==> src/rtl/fetch_unit_if.sv <==
// Handshake bundle between the fetch unit, instruction memory and the CPU front end.
// The master modport is the fetch unit side; the slave modport is the memory/CPU environment.
interface fetch_unit_if;
    logic        mem_req;
    logic [31:0] mem_addr;
    logic        mem_ack;
    logic [31:0] mem_rdata;
    logic        instr_valid;
    logic [31:0] instr_out;
    logic [31:0] instr_pc;
    logic        instr_ready;
    logic        redirect;
    logic [31:0] redirect_pc;

    modport master (
        output mem_req,
        output mem_addr,
        input  mem_ack,
        input  mem_rdata,
        output instr_valid,
        output instr_out,
        output instr_pc,
        input  instr_ready,
        input  redirect,
        input  redirect_pc
    );

    modport slave (
        input  mem_req,
        input  mem_addr,
        output mem_ack,
        output mem_rdata,
        input  instr_valid,
        input  instr_out,
        input  instr_pc,
        output instr_ready,
        output redirect,
        output redirect_pc
    );
endinterface

==> src/rtl/fetch_unit.sv <==
// Instruction prefetch unit: IDLE/FETCH/SQUASH request FSM feeding a DEPTH-entry FIFO of {pc, instr}.
// Define FETCH_PERF_EN to add the fetch_count output counting accepted (non-discarded) fetches.
module fetch_unit #(
    parameter logic [31:0] RESET_PC = 32'h0000_0000,
    parameter int          DEPTH    = 4
) (
    input  logic         clk,
    input  logic         rst,
`ifdef FETCH_PERF_EN
    output logic [31:0]  fetch_count,
`endif
    fetch_unit_if.master bus
);
    localparam int            PW   = (DEPTH > 1) ? $clog2(DEPTH) : 1;
    localparam int            CW   = PW + 1;
    localparam logic [CW-1:0] FULL = CW'(DEPTH);

    typedef enum logic [1:0] {
        IDLE   = 2'd0,
        FETCH  = 2'd1,
        SQUASH = 2'd2
    } state_t;

    state_t        r_state;
    state_t        w_stateNext;
    logic          r_memReq;
    logic          w_memReqNext;
    logic [31:0]   r_memAddr;
    logic [31:0]   w_memAddrNext;
    logic [31:0]   r_nextPc;
    logic [31:0]   w_nextPcNext;

    logic [31:0]   r_pcBuf    [DEPTH];
    logic [31:0]   r_instrBuf [DEPTH];
    logic [PW-1:0] r_head;
    logic [PW-1:0] r_tail;
    logic [CW-1:0] r_count;

    logic          w_push;
    logic          w_pop;
    logic          w_flush;
    logic          w_valid;
    logic [CW-1:0] w_countAfterPush;
    logic [31:0]   w_redirectPc;
    logic [31:0]   w_addrPlus4;

    assign w_valid          = (r_count != '0);
    assign w_pop            = w_valid && bus.instr_ready && !bus.redirect;
    assign w_countAfterPush = r_count + CW'(1) - CW'(w_pop);
    assign w_redirectPc     = {bus.redirect_pc[31:2], 2'b00};
    assign w_addrPlus4      = r_memAddr + 32'd4;

    // Request FSM: a redirect always wins; an outstanding request is never retracted,
    // so a redirect without ack parks in SQUASH until the stale response arrives.
    always_comb begin
        w_stateNext   = r_state;
        w_memReqNext  = r_memReq;
        w_memAddrNext = r_memAddr;
        w_nextPcNext  = r_nextPc;
        w_push        = 1'b0;
        w_flush       = 1'b0;

        case (r_state)
            IDLE: begin
                if (bus.redirect) begin
                    w_flush       = 1'b1;
                    w_stateNext   = FETCH;
                    w_memReqNext  = 1'b1;
                    w_memAddrNext = w_redirectPc;
                    w_nextPcNext  = w_redirectPc;
                end else if (r_count < FULL) begin
                    w_stateNext   = FETCH;
                    w_memReqNext  = 1'b1;
                    w_memAddrNext = r_nextPc;
                end
            end

            FETCH: begin
                if (bus.redirect) begin
                    w_flush      = 1'b1;
                    w_nextPcNext = w_redirectPc;
                    if (bus.mem_ack) begin
                        w_memAddrNext = w_redirectPc;
                    end else begin
                        w_stateNext = SQUASH;
                    end
                end else if (bus.mem_ack) begin
                    w_push       = 1'b1;
                    w_nextPcNext = w_addrPlus4;
                    if (w_countAfterPush < FULL) begin
                        w_memAddrNext = w_addrPlus4;
                    end else begin
                        w_stateNext  = IDLE;
                        w_memReqNext = 1'b0;
                    end
                end
            end

            SQUASH: begin
                if (bus.redirect) begin
                    w_flush      = 1'b1;
                    w_nextPcNext = w_redirectPc;
                    if (bus.mem_ack) begin
                        w_stateNext   = FETCH;
                        w_memAddrNext = w_redirectPc;
                    end
                end else if (bus.mem_ack) begin
                    w_stateNext   = FETCH;
                    w_memAddrNext = r_nextPc;
                end
            end

            default: begin
                w_stateNext  = IDLE;
                w_memReqNext = 1'b0;
            end
        endcase
    end

    always_ff @(posedge clk) begin
        if (rst) begin
            r_state   <= IDLE;
            r_memReq  <= 1'b0;
            r_memAddr <= RESET_PC;
            r_nextPc  <= RESET_PC;
        end else begin
            r_state   <= w_stateNext;
            r_memReq  <= w_memReqNext;
            r_memAddr <= w_memAddrNext;
            r_nextPc  <= w_nextPcNext;
        end
    end

    // Pointer wrap relies on DEPTH being a power of two.
    always_ff @(posedge clk) begin
        if (rst || w_flush) begin
            r_head  <= '0;
            r_tail  <= '0;
            r_count <= '0;
        end else begin
            if (w_push) begin
                r_tail <= r_tail + PW'(1);
            end
            if (w_pop) begin
                r_head <= r_head + PW'(1);
            end
            r_count <= r_count + CW'(w_push) - CW'(w_pop);
        end
    end

    always_ff @(posedge clk) begin
        if (w_push && !w_flush) begin
            r_pcBuf[r_tail]    <= r_memAddr;
            r_instrBuf[r_tail] <= bus.mem_rdata;
        end
    end

    assign bus.mem_req     = r_memReq;
    assign bus.mem_addr    = r_memAddr;
    assign bus.instr_valid = w_valid;
    assign bus.instr_out   = w_valid ? r_instrBuf[r_head] : 32'h0;
    assign bus.instr_pc    = w_valid ? r_pcBuf[r_head] : 32'h0;

`ifdef FETCH_PERF_EN
    logic [31:0] r_fetchCount;

    always_ff @(posedge clk) begin
        if (rst) begin
            r_fetchCount <= 32'h0;
        end else if (w_push && !w_flush) begin
            r_fetchCount <= r_fetchCount + 32'd1;
        end
    end

    assign fetch_count = r_fetchCount;
`endif

endmodule

==> src/flat_wrapper.sv <==
// flat-port wrapper written by rule: the top's interface ports become plain ports
module fetch_unit_flat 
#(
    parameter logic [31:0] RESET_PC = 32'h0000_0000,
    parameter int          DEPTH    = 4
)
  (clk, rst, bus_mem_req, bus_mem_addr, bus_mem_ack, bus_mem_rdata, bus_instr_valid, bus_instr_out, bus_instr_pc, bus_instr_ready, bus_redirect, bus_redirect_pc);
  fetch_unit_if bus_i ();
  input  logic clk;
  input  logic rst;
  output wire logic [$bits(bus_i.mem_req)-1:0] bus_mem_req;
  output wire logic [$bits(bus_i.mem_addr)-1:0] bus_mem_addr;
  input wire logic [$bits(bus_i.mem_ack)-1:0] bus_mem_ack;
  input wire logic [$bits(bus_i.mem_rdata)-1:0] bus_mem_rdata;
  output wire logic [$bits(bus_i.instr_valid)-1:0] bus_instr_valid;
  output wire logic [$bits(bus_i.instr_out)-1:0] bus_instr_out;
  output wire logic [$bits(bus_i.instr_pc)-1:0] bus_instr_pc;
  input wire logic [$bits(bus_i.instr_ready)-1:0] bus_instr_ready;
  input wire logic [$bits(bus_i.redirect)-1:0] bus_redirect;
  input wire logic [$bits(bus_i.redirect_pc)-1:0] bus_redirect_pc;
  assign bus_mem_req = bus_i.mem_req;
  assign bus_mem_addr = bus_i.mem_addr;
  assign bus_i.mem_ack = bus_mem_ack;
  assign bus_i.mem_rdata = bus_mem_rdata;
  assign bus_instr_valid = bus_i.instr_valid;
  assign bus_instr_out = bus_i.instr_out;
  assign bus_instr_pc = bus_i.instr_pc;
  assign bus_i.instr_ready = bus_instr_ready;
  assign bus_i.redirect = bus_redirect;
  assign bus_i.redirect_pc = bus_redirect_pc;
  fetch_unit #(.RESET_PC(RESET_PC), .DEPTH(DEPTH)) u_core (.clk(clk), .rst(rst), .bus(bus_i));
endmodule
==> config.mk <==
export PLATFORM = sky130hd
export DESIGN_NAME = fetch_unit_flat
export DESIGN_NICKNAME = d
export VERILOG_FILES = /design/src/rtl/fetch_unit_if.sv /design/src/rtl/fetch_unit.sv /design/src/flat_wrapper.sv
export SDC_FILE = /design/constraint.sdc
export NUM_CORES = 1
export LEC_CHECK = 0
export ABC_AREA = 1
export CORE_MARGIN = 4
export CORE_UTILIZATION = 60
export CTS_CLUSTER_DIAMETER = 50
export DETAILED_ROUTE_END_ITERATION = 10
export PLACE_DENSITY = 0.86
export SETUP_SLACK_MARGIN = 0.3
export SYNTH_ARGS = -nofsm -noshare
export SYNTH_HDL_FRONTEND = slang
export SYNTH_SLANG_ARGS = --single-unit
==> constraint.sdc <==
create_clock -name clk -period 8.3 [get_ports clk]
set_clock_uncertainty 0.1 [all_clocks]
set_input_delay 2.49 -clock clk [delete_from_list [all_inputs] [get_ports clk]]
set_output_delay 2.49 -clock clk [all_outputs]
set_load 0.02 [all_outputs]
== After elaboration in Yosys (flattened, before gate mapping) ==
Memories as Yosys holds them, arrays and structs flattened. A register that Yosys moved wholly into a read port is not among the register bits.
Cells that the tools add are included.

* Register bits after elaboration: 74
* Bits in writable memories: 256
* Input bits: 69
* Output and inout port bits: 98
* Word-level logic and storage cells: 88
* Memories: 2

{| class="wikitable"
|+ Memory list
! memory !! depth !! width !! rd ports !! clocked after Yosys merged registers in !! wr ports !! line !! RTL
|-
| u_core.r_instrBuf || 4 || 32 || 1 || 1 || 1 || fetch_unit.sv:34 || <nowiki>logic [31:0] r_instrBuf [DEPTH];</nowiki>
|-
| u_core.r_pcBuf || 4 || 32 || 1 || 1 || 1 || fetch_unit.sv:33 || <nowiki>logic [31:0] r_pcBuf [DEPTH];</nowiki>
|}

* Add/subtract/negate cells: 7
* Magnitude comparators: 2
* Equal/unequal tests: 13
* Multiplexer cells: 40
* Bitwise logic cells: 1
* Reduce and logical (&&, ||, !) cells: 16

{| class="wikitable"
|+ Operators with widths
! operator !! number
|-
| 32-bit 2-to-1 mux || 13
|-
| 32-bit one-hot mux with 3 select lines || 1
|-
| 32-bit one-hot mux with 2 select lines || 1
|-
| 32-bit by 3-bit adder with 32-bit output, second input constant || 1
|-
| 2-bit 2-to-1 mux || 11
|-
| 5-bit AND reduction || 3
|-
| 1-bit 2-to-1 mux || 12
|-
| 3-bit inequality test, second input constant || 4
|-
| 2-bit inequality test, second input constant || 4
|-
| 3-bit less-than comparator, second input constant || 2
|-
| 3-bit by 2-bit inequality test with 1-bit output, second input constant || 2
|-
| 2-bit one-hot mux with 3 select lines || 1
|-
| 3-bit nonzero test || 2
|-
| 3-bit by 1-bit subtractor with 3-bit output || 2
|-
| 2-bit by 1-bit adder with 2-bit output, second input constant || 2
|-
| 3-bit by 1-bit adder with 3-bit output || 1
|-
| 3-bit by 1-bit adder with 3-bit output, second input constant || 1
|-
| 1-bit logical AND || 3
|-
| 1-bit one-hot mux with 3 select lines || 1
|-
| 3-bit AND reduction || 1
|-
| 3-bit OR reduction || 1
|-
| 2-bit by 1-bit equality test with 1-bit output, second input constant || 1
|-
| 2-bit equality test, second input constant || 1
|-
| 1-bit logical NOT || 2
|-
| other kinds (6) || 6
|}

== Depth between registers and ports, before layout ==
Gate-level depths: netlist of run 1.

* Word-level depth: 9
* Mapped depth: 13
* Gate-level depth less buffers: 13

== Least setup slack after synthesis of run 1 ==
No wires, ideal clock.

* Path kind: input port to flip-flop
* Start: input bus_mem_ack
* End: memory u_core.r_instrBuf[0][0] (enable)
* Library setup time: 0.486 ns
* Arrival time: 5.844 ns
* Required time: 7.714 ns
* Setup slack: 1.870 ns
* Stages: 6
* Path buffers: 2
* Cell sequence: buf_2 -> inv_4 -> clkbuf_1 -> nor2_1 -> inv_1 -> nor2_1

* Cells in the longest elaborated chain, start to end: 6

{| class="wikitable"
|+ RTL lines
! element !! line !! RTL
|-
| from (decl) || flat_wrapper.sv:13 || <nowiki>input wire logic [$bits(bus_i.mem_ack)-1:0] bus_mem_ack;</nowiki>
|-
| 1-bit 2-to-1 mux || fetch_unit.sv:87 || <nowiki>end else if (bus.mem_ack) begin</nowiki>
|-
| 1-bit 2-to-1 mux || fetch_unit.sv:79 || <nowiki>if (bus.redirect) begin</nowiki>
|-
| 1-bit 2-to-1 mux || fetch_unit.sv:63 || <nowiki>case (r_state)</nowiki>
|-
| via u_core.w_push || fetch_unit.sv:39 || <nowiki>logic w_push;</nowiki>
|-
| 1-bit logical AND || fetch_unit.sv:152 || <nowiki>if (w_push && !w_flush) begin</nowiki>
|-
| 1-bit 2-to-1 mux || fetch_unit.sv:152 ||
|-
| 1-bit 2-to-1 mux (not written as such) || fetch_unit.sv:154 || <nowiki>r_instrBuf[r_tail] <= bus.mem_rdata;</nowiki>
|-
| to (decl) || fetch_unit.sv:34 ||
|}

The timed path passes the listed nets, and every way through them passes these cells.

==> flow_results.org, run 1 <==
** Clocking
- TritonCTS clock tree :: built
- Clock tree buffer depth :: 3
- After clock tree synthesis, the clock-pin slew on the worst setup and hold paths is 0.06 ns.
- Sinks on Clock Net :: 332
- Once the clock tree was built, the resizer swapped 0 gates to a different size.
- Buffer type at the clock tree root :: sky130_fd_sc_hd__clkbuf_16
- H-tree level count :: 2
- Counting the buffers created by CTS gives 36.
- In this run, post-CTS hold repair placed 0 buffers.
- Later-pin clock latency in the skew report :: 0.52 ns
- In this run the post-CTS setup repair buffer count came out at 0.

** Worst setup path
- The worst register-to-register path ends at u_core.bus.mem_addr[2].
- The worst setup path is of the register to output port kind.
- Data required time at the worst endpoint :: 5.71 ns
- The startpoint identified for the worst register-to-register timing path is u_core.r_count[1].
- STA classifies the critical path endpoint as an output port.
- Worst R2R Setup Slack :: 4.49 ns
- Worst EP arrival :: 3.56 ns
- In this run the worst path has a maximum fanout of 81.
- Type of element launching the critical path :: register
- The number of cells on the worst reg-to-reg path is 11.

** Outcome
- The run finished with clean final reports.

** Route
- Total vias in the final route :: 12689
- Post-DR wirelength/cell :: 18.8 um
- In the routed layout, each cell is associated on average with a via count of 6.02.
- Final ANT Viol Nets :: 0
- In the routed design, unresolved DRC markers number 0.
- Number of violations reported at the end of detailed-routing iteration 0 :: 1651
- The pre-antenna-repair detailed-routing pass consisted of 7 iterations.
- For this block, the routed nets add up to 39700 um of wire.

** Yosys
- Of the synthesized area, sequential elements account for 0.601.
- Number of register bits inferred by synthesis :: 332
- Each instance of the synthesized netlist takes up on average 9.35 sq um.
- Netlist area before placement :: 15300 sq um
- Synth unique cells :: 44
- Top flip-flop cell by instance count after synthesis :: sky130_fd_sc_hd__edfxtp_1
- Ys Warns :: 0
- After technology mapping, the gate count stands at 1638.
- Net count after synthesis :: 1721
- EDFF count, synth :: 256
- In the synthesized netlist the async set-or-reset flop fraction comes to 0.

** Timing
- Final Hold Vio Count :: 0
- Worst relative slew slack :: 0.288
- At the pin with the least slew margin, the transition time is 1.07 ns.
- Final slew viol count :: 0
- Setup repair after global routing left no endpoint under its margin.
- Max Fclk :: 163 MHz
- Period utilisation layout :: 0.741
- Setup slack on the critical path of the routed design comes to 2.15 ns.
- Counting I/O delays and the setup requirement, the final critical path takes 6.15 ns.
- Setup violations remaining at the end of the flow were counted as 0.
- Setup TNS :: 0 ns

** Job
- Number of maximum-capacitance violations :: 0

** Pwr
- In this run the static leakage power is 6.44 nW.
- IR analysis of the VDD net gives a maximum drop of 0.000255 V.
- Power density cells :: 278 nW/um^2

** Global route
- Number of antenna violations at the first check in global routing :: 0
- The first global-routing pass estimated 62100 um of wire.
- Pin count of the biggest net entering global routing :: 93
- Across every metal layer, demand over resource in global routing totals 0.272.
- Gr ovfl total :: 0
- The number of global-route vias before repair is 12383.

** Die
- Core outline area :: 25200 sq um
- Pin placement for this block handled 167 I/O pins.
- In this run the core area contains 58 standard-cell rows.
- Initial standard-cell utilization of the core :: 0.608
- The die covers 28200 sq um.
- Measured along the x axis, the die boundary spans 168 um.
- The die is 168 um tall.

** Layout
- Relative to the synthesized area, the layout overhead comes to 19.2%.
- After the last flow step, the layout net total stands at 1838.
- Of the cells placed in the final design, the portion with a size suffix greater than 1 is 0.0556.
- Finished Core Util :: 0.725
- Ant diodes :: 0

** Min path
- The worst hold path begins at u_core.bus.mem_req.
- For hold timing, the worst endpoint is u_core.bus.mem_req.
- Number of cells on the worst hold path :: 2
- The path class of the tightest hold or removal check is register to register.

** Placed design
- Setup slack at placement :: 1.99 ns
- HPWL Detailed :: 23100 um
- Routability congestion estimate :: 0.896
- # port buffers :: 164
==> routing by layer <==
layer | up-vias | wire length, um | track usage | part of all wire
met1 | 5890 | 15100 | 0.353 | 0.38
li1 | 5895 | - | - | -
met4 | 0 | 1440 | 0.119 | 0.036
met2 | 780 | 18900 | 0.452 | 0.48
met3 | 124 | 4210 | 0.0474 | 0.11
met5 | - | 0 | 0 | 0
==> sequential cells by signal, indices dropped and copies added, names as in the netlist, named ones only <==
| register | count |
|---|---|
| u_core.bus.mem_addr | 32 |
| u_core.bus.mem_req | 1 |
| u_core.r_count | 3 |
| u_core.r_head | 2 |
| u_core.r_instrBuf | 128 |
| u_core.r_nextPc | 32 |
| u_core.r_pcBuf | 128 |
| u_core.r_state | 2 |
| u_core.r_tail | 2 |
==> per-stage QoR <==
step	hold WS (ns)	cell area, sq um	power (mW)	std cells
after CTS	0.360	18300	5.05	2109
final	0.357	18300	5.07	2109
after global placement	0.342	17100	3.48	2047
after detailed placement	0.343	17100	3.52	2047
after floorplan	0.336	15300	3.05	1638
after global routing	0.375	18300	5.31	2109
==> worst max-delay path by stage <==
stage | end | cells past startpoint | startpoint | slack (ns)
2_1_floorplan | u_core.r_instrBuf[0][0] | 6 | bus_mem_ack | 1.87
3_3_place_gp | u_core.bus.mem_addr[2] | 11 | bus_redirect | 2.06
3_5_place_dp | u_core.bus.mem_addr[2] | 11 | bus_redirect | 1.99
4_1_cts | bus_instr_pc[8] | 5 | register | 2.16
5_1_grt | bus_instr_pc[8] | 5 | register | 1.94
6_report | bus_instr_pc[8] | 5 | register | 2.15
==> layout by cell type (no fill, tap or decap), drive strengths merged, types with 3 or more instances in the layout <==
master,instances
o21ai,203
ha,13
a221oi,19
clkbuf,40
clkdlybuf4s50,164
nor2,349
a22oi,3
xor2,12
dfxtp,76
inv,87
clkinv,13
o2111ai,6
nand2,239
buf,16
bufinv,3
nand3,45
nor3,3
o211ai,10
nand4,12
a21oi,187
a211oi,5
edfxtp,256
==> logic make-up (layout without fill, tap and decap cells) <==
group           after synthesis  count (layout)  share of synthesized area
buf+inv                     183             324                     0.0498
fa+ha+maj                    14              14                     0.0119
simple gates                651             651                      0.171
flops                       332             332                      0.601
xor+xnor                     14              14                    0.00800
compound gates              442             442                      0.157
mux                           2               2                    0.00131
==> area by class of cell <==
class | instances | area, sq um
repair buffers | 180 | 1800
fillers | 1761 | 6920
clock buffers | 40 | 916
flip-flops and latches | 332 | 9210
clock inverters | 22 | 216
well taps | 330 | 413
multi-input cells | 1123 | 5390
inverters | 82 | 318
==> critical path, cell delays in order (launching register included) <==
cell,delay (ns)
sky130_fd_sc_hd__dfxtp_4,0.47
sky130_fd_sc_hd__inv_2,0.59
sky130_fd_sc_hd__buf_4,0.72
sky130_fd_sc_hd__o21ai_0,0.27
sky130_fd_sc_hd__a21oi_1,0.26
sky130_fd_sc_hd__clkdlybuf4s50_1,0.65
==> cell usage after synthesis (13+ instances only) <==
master | number | share of area
sky130_fd_sc_hd__dfxtp_1 | 76 | 0.099
sky130_fd_sc_hd__clkbuf_1 | 51 | 0.012
sky130_fd_sc_hd__nand3_1 | 45 | 0.015
sky130_fd_sc_hd__buf_1 | 22 | 0.0054
sky130_fd_sc_hd__nand2_1 | 233 | 0.057
sky130_fd_sc_hd__a221oi_1 | 19 | 0.011
sky130_fd_sc_hd__inv_1 | 76 | 0.019
sky130_fd_sc_hd__o21ai_0 | 197 | 0.064
sky130_fd_sc_hd__a21oi_1 | 186 | 0.061
sky130_fd_sc_hd__buf_2 | 20 | 0.0065
sky130_fd_sc_hd__edfxtp_1 | 256 | 0.50
sky130_fd_sc_hd__ha_1 | 13 | 0.011
sky130_fd_sc_hd__nor2_1 | 340 | 0.083
==> power breakdown <==
group	internal, mW	switching, mW	leakage [nW]
sequential	2.00	0.216	2.96
combinational	0.467	0.857	2.93
clock	0.897	0.637	0.551
total	3.36	1.71	6.44
(Power assumes the default switching activity.)
==> inputs of run 2 (changes only) <==
--- a/config.mk
+++ b/config.mk
@@ -7,10 +7,10 @@
 export LEC_CHECK = 0
 export ABC_AREA = 1
 export CORE_MARGIN = 4
-export CORE_UTILIZATION = 60
+export CORE_UTILIZATION = 51
 export CTS_CLUSTER_DIAMETER = 50
 export DETAILED_ROUTE_END_ITERATION = 10
-export PLACE_DENSITY = 0.86
+export PLACE_DENSITY = 0.78
 export SETUP_SLACK_MARGIN = 0.3
 export SYNTH_ARGS = -nofsm -noshare
 export SYNTH_HDL_FRONTEND = slang
==> constraint.sdc (replaced) <==
create_clock -name clk -period 5.5 [get_ports clk]
set_clock_uncertainty 0.1 [all_clocks]
set_input_delay 1.65 -clock clk [delete_from_list [all_inputs] [get_ports clk]]
set_output_delay 1.65 -clock clk [all_outputs]
set_load 0.02 [all_outputs]
==> run 2 against run 1 <==
Effect of this change:
- final cell count up 3.6%
- highest routed layer unchanged
- utilization down 10 points
- global-route usage down 3.3 points
==> flow_results.org, run 2 (synthesized netlist as in run 1, its figures left out) <==
** Outcome
- Run status :: complete, no violations

** Clocking
- The clock passes through at most 3 buffers.
- The tree built by TritonCTS fans out to 332 sinks.
- Register clock-pin slew on the reported worst setup and hold paths :: 0.06 ns
- TritonCTS clock tree :: built
- TritonCTS created 36 clock buffers.
- For the worst-skew pair, the clock arrives at the later sink with an insertion delay of 0.53 ns.
- The tree is rooted in a sky130_fd_sc_hd__clkbuf_16.
- Number of cells upsized or downsized after cts :: 0
- The number of setup buffers added after CTS is 0.
- Total of hold buffers inserted after clock tree synthesis :: 0
- CTS built an H-tree with a depth of 2.

** Route
- After detailed routing, the number of vias per cell comes to 5.72.
- Number of violations reported at the end of detailed-routing iteration 0 :: 1375
- The routed layout has 12489 vias.
- In the final routed layout, each cell accounts on average for 18.5 um.
- Overall routed net length :: 40500 um
- After detailed routing, the number of remaining DRC violations is 0.
- Final ANT Viol Nets :: 0
- Before antenna repair, the detailed router went through 6 iterations.

** Worst setup path
- Type of the setup path with the least slack :: register to output port
- The worst setup path is captured at an output port.
- The signal on the critical path passes through inv_2 -> buf_12 -> nor2_1 -> o21ai_0 -> a21oi_1 -> clkdlybuf4s50_1.
- The worst register-to-register path has a depth of 11.
- Delay of the slowest cell on the worst path :: 0.85 ns
- For the worst setup path, the data required time is 3.75 ns.
- In this run the critical register-to-register path is launched from u_core.r_count[1].
- For flop-to-flop paths, the worst setup slack is 2.41 ns.
- Type of element launching the critical path :: register
- Of all nets on the critical path, the largest fanout is 55.
- Data arrives at the worst endpoint at 3.21 ns.
- For this design, the slowest cell found on the critical path is sky130_fd_sc_hd__dfxtp_2.
- Crit Reg-Reg Endpoint :: u_core.bus.mem_addr[2]

** Layout
- Leading registers by flop count :: u_core.r_instrBuf x128, u_core.r_pcBuf x128
- In the final layout, the multi-input gates occupy 5390 sq um.
- After filler insertion, the fill cell instance count of the layout stands at 2345.
- Across the whole layout, storage elements account for 9210 sq um.
- Number of non-filler instances in the completed layout :: 2184
- Synthesis-to-finish area growth :: 20.5%
- In the final layout, the share of cells above drive strength 1 is 0.0635.
- Leading cell types in the layout, fill and taps excluded :: sky130_fd_sc_hd__nor2_1, sky130_fd_sc_hd__edfxtp_1, sky130_fd_sc_hd__nand2_1
- Ant diodes :: 0
- At the end of the flow, the number of nets in the layout was 1851.
- Once layout is done, the placed cells without fillers occupy 18500 sq um.
- Leaving out fill and tap cells, the most frequent cell in the layout is sky130_fd_sc_hd__nor2_1.

** Timing
- Final Hold Slack :: 0.356 ns
- Final slew viol count :: 0
- Period utilisation layout :: 0.902
- Worst relative slew slack :: 0.318
- For this run, the top clock speed supported by timing is 202 MHz.
- Transition time of the tightest slew-check pin :: 1.02 ns
- Summed over all failing endpoints, the final setup total negative slack is 0 ns.
- Unrepaired setup endpoints after global routing :: false
- Minimum clock period after layout :: 4.96 ns
- The number of hold violations in the final report was 0.
- Setup violations remaining at the end of the flow were counted as 0.

** Global route
- The number of global-route vias before repair is 11923.
- The first global-routing pass estimated 63300 um of wire.
- The initial antenna violation count came to 0.
- Pin count of the biggest net entering global routing :: 93
- For this run, the total global-route usage over all layers was measured as 0.239.
- Gr ovfl total :: 0

** Min path
- Hold-critical path endpoint :: u_core.bus.mem_req
- Type of the most critical hold path :: register to register
- Number of cells on the worst hold path :: 2
- Source of the worst hold timing path :: u_core.bus.mem_req

** Die
- The die is 181 um wide.
- In this run the standard cell core region covers 29600 sq um.
- Ports :: 167
- The die is 181 um tall.
- For this configuration, the core starts out at a cell density of 0.517.
- The die covers 32900 sq um.
- After floorplanning, the core was divided into 63 placement rows.

** Placed design
- During placement, the flow inserted port buffers numbering 164.
- Once detailed placement completed, the half-perimeter wirelength came to 24600 um.
- Post-placement cell area :: 17300 sq um
- Placed cell count :: 2120
- The congestion estimate from routability-driven global placement came to 0.928.

** Pwr
- The share of total power dissipated in the clock network is 0.302.
- The internal portion of the total power is 5.09 mW.
- Switching power total :: 2.60 mW
- The share of total power dissipated in combinational logic is 0.264.
- Of the total power, the share spent switching nets is 0.338.
- Leakage :: 6.51 nW
- The share of total power dissipated in sequential elements is 0.434.
- Power density cells :: 417 nW/um^2
- VDD sags by at most 0.000349 V.
- Summing internal, switching and leakage power gives 7.70 mW.

** Job
- Number of maximum-capacitance violations :: 0
==> run 2: cell count changes in the layout (fill, tap and decap cells not counted) <==
cell / previous run / this run
sky130_fd_sc_hd__clkbuf_8: 0 / 3
sky130_fd_sc_hd__clkinvlp_4: 1 / 2
sky130_fd_sc_hd__clkbuf_1: 4 / 5
sky130_fd_sc_hd__inv_16: 0 / 1
sky130_fd_sc_hd__inv_6: 6 / 4
sky130_fd_sc_hd__buf_4: 13 / 26
sky130_fd_sc_hd__clkinv_1: 7 / 6
sky130_fd_sc_hd__bufinv_16: 3 / 2
==> run 2: worst max-delay path by stage <==
| stage | from | to | slack [ns] |
|---|---|---|---|
| after global routing | register | bus_instr_pc[16] | 0.34 |
| after detailed placement | register | bus_instr_pc[16] | 1.08 |
| after global placement | register | bus_instr_pc[16] | 1.17 |
| final | register | bus_instr_pc[16] | 0.54 |
| after floorplan | bus_mem_ack | u_core.r_instrBuf[0][0] | -0.09 |
| after CTS | register | bus_instr_pc[16] | 0.48 |
==> run 2: worst max-delay path: cells and delay by family (launching register included) <==
family / cells / cell delay, ns
buffers and inverters: 3 / 1.26
AND/OR/NAND/NOR: 1 / 0.14
AO/OA/AOI/OAI: 2 / 0.41
flip-flops: 1 / 0.85
==> run 2: final cells by class <==
class | count | share of cell area
repair buffers | 193 | 0.103
well taps | 390 | 0.0264
clock buffers | 44 | 0.0521
clock inverters | 20 | 0.0104
multi-input cells | 1123 | 0.292
flip-flops and latches | 332 | 0.499
inverters | 82 | 0.0172
==> run 2: metal layers <==
| layer | vias up | global-route usage | part of all wire |
|---|---|---|---|
| met5 | - | 0 | 0 |
| met4 | 0 | 0.0721 | 0.027 |
| met3 | 107 | 0.0519 | 0.10 |
| met2 | 651 | 0.390 | 0.47 |
| met1 | 5802 | 0.322 | 0.40 |
| li1 | 5929 | - | - |
==> run 2: stage by stage <==
step           setup WS (ns)   util
6_report               0.541  0.623
5_1_grt                0.344  0.623
4_1_cts                0.484  0.623
3_5_place_dp            1.08  0.584
3_3_place_gp            1.17  0.584
2_1_floorplan        -0.0899      -
==> run 2: power by group through the flow <==
stage	clock network (mW)	registers, mW	logic, mW
finish	2.32	3.34	2.03
global route	2.48	3.37	2.23
floorplan	0	3.35	1.24
global placement	0	3.37	1.94
CTS	2.36	3.33	2.00
detailed placement	0	3.38	1.99
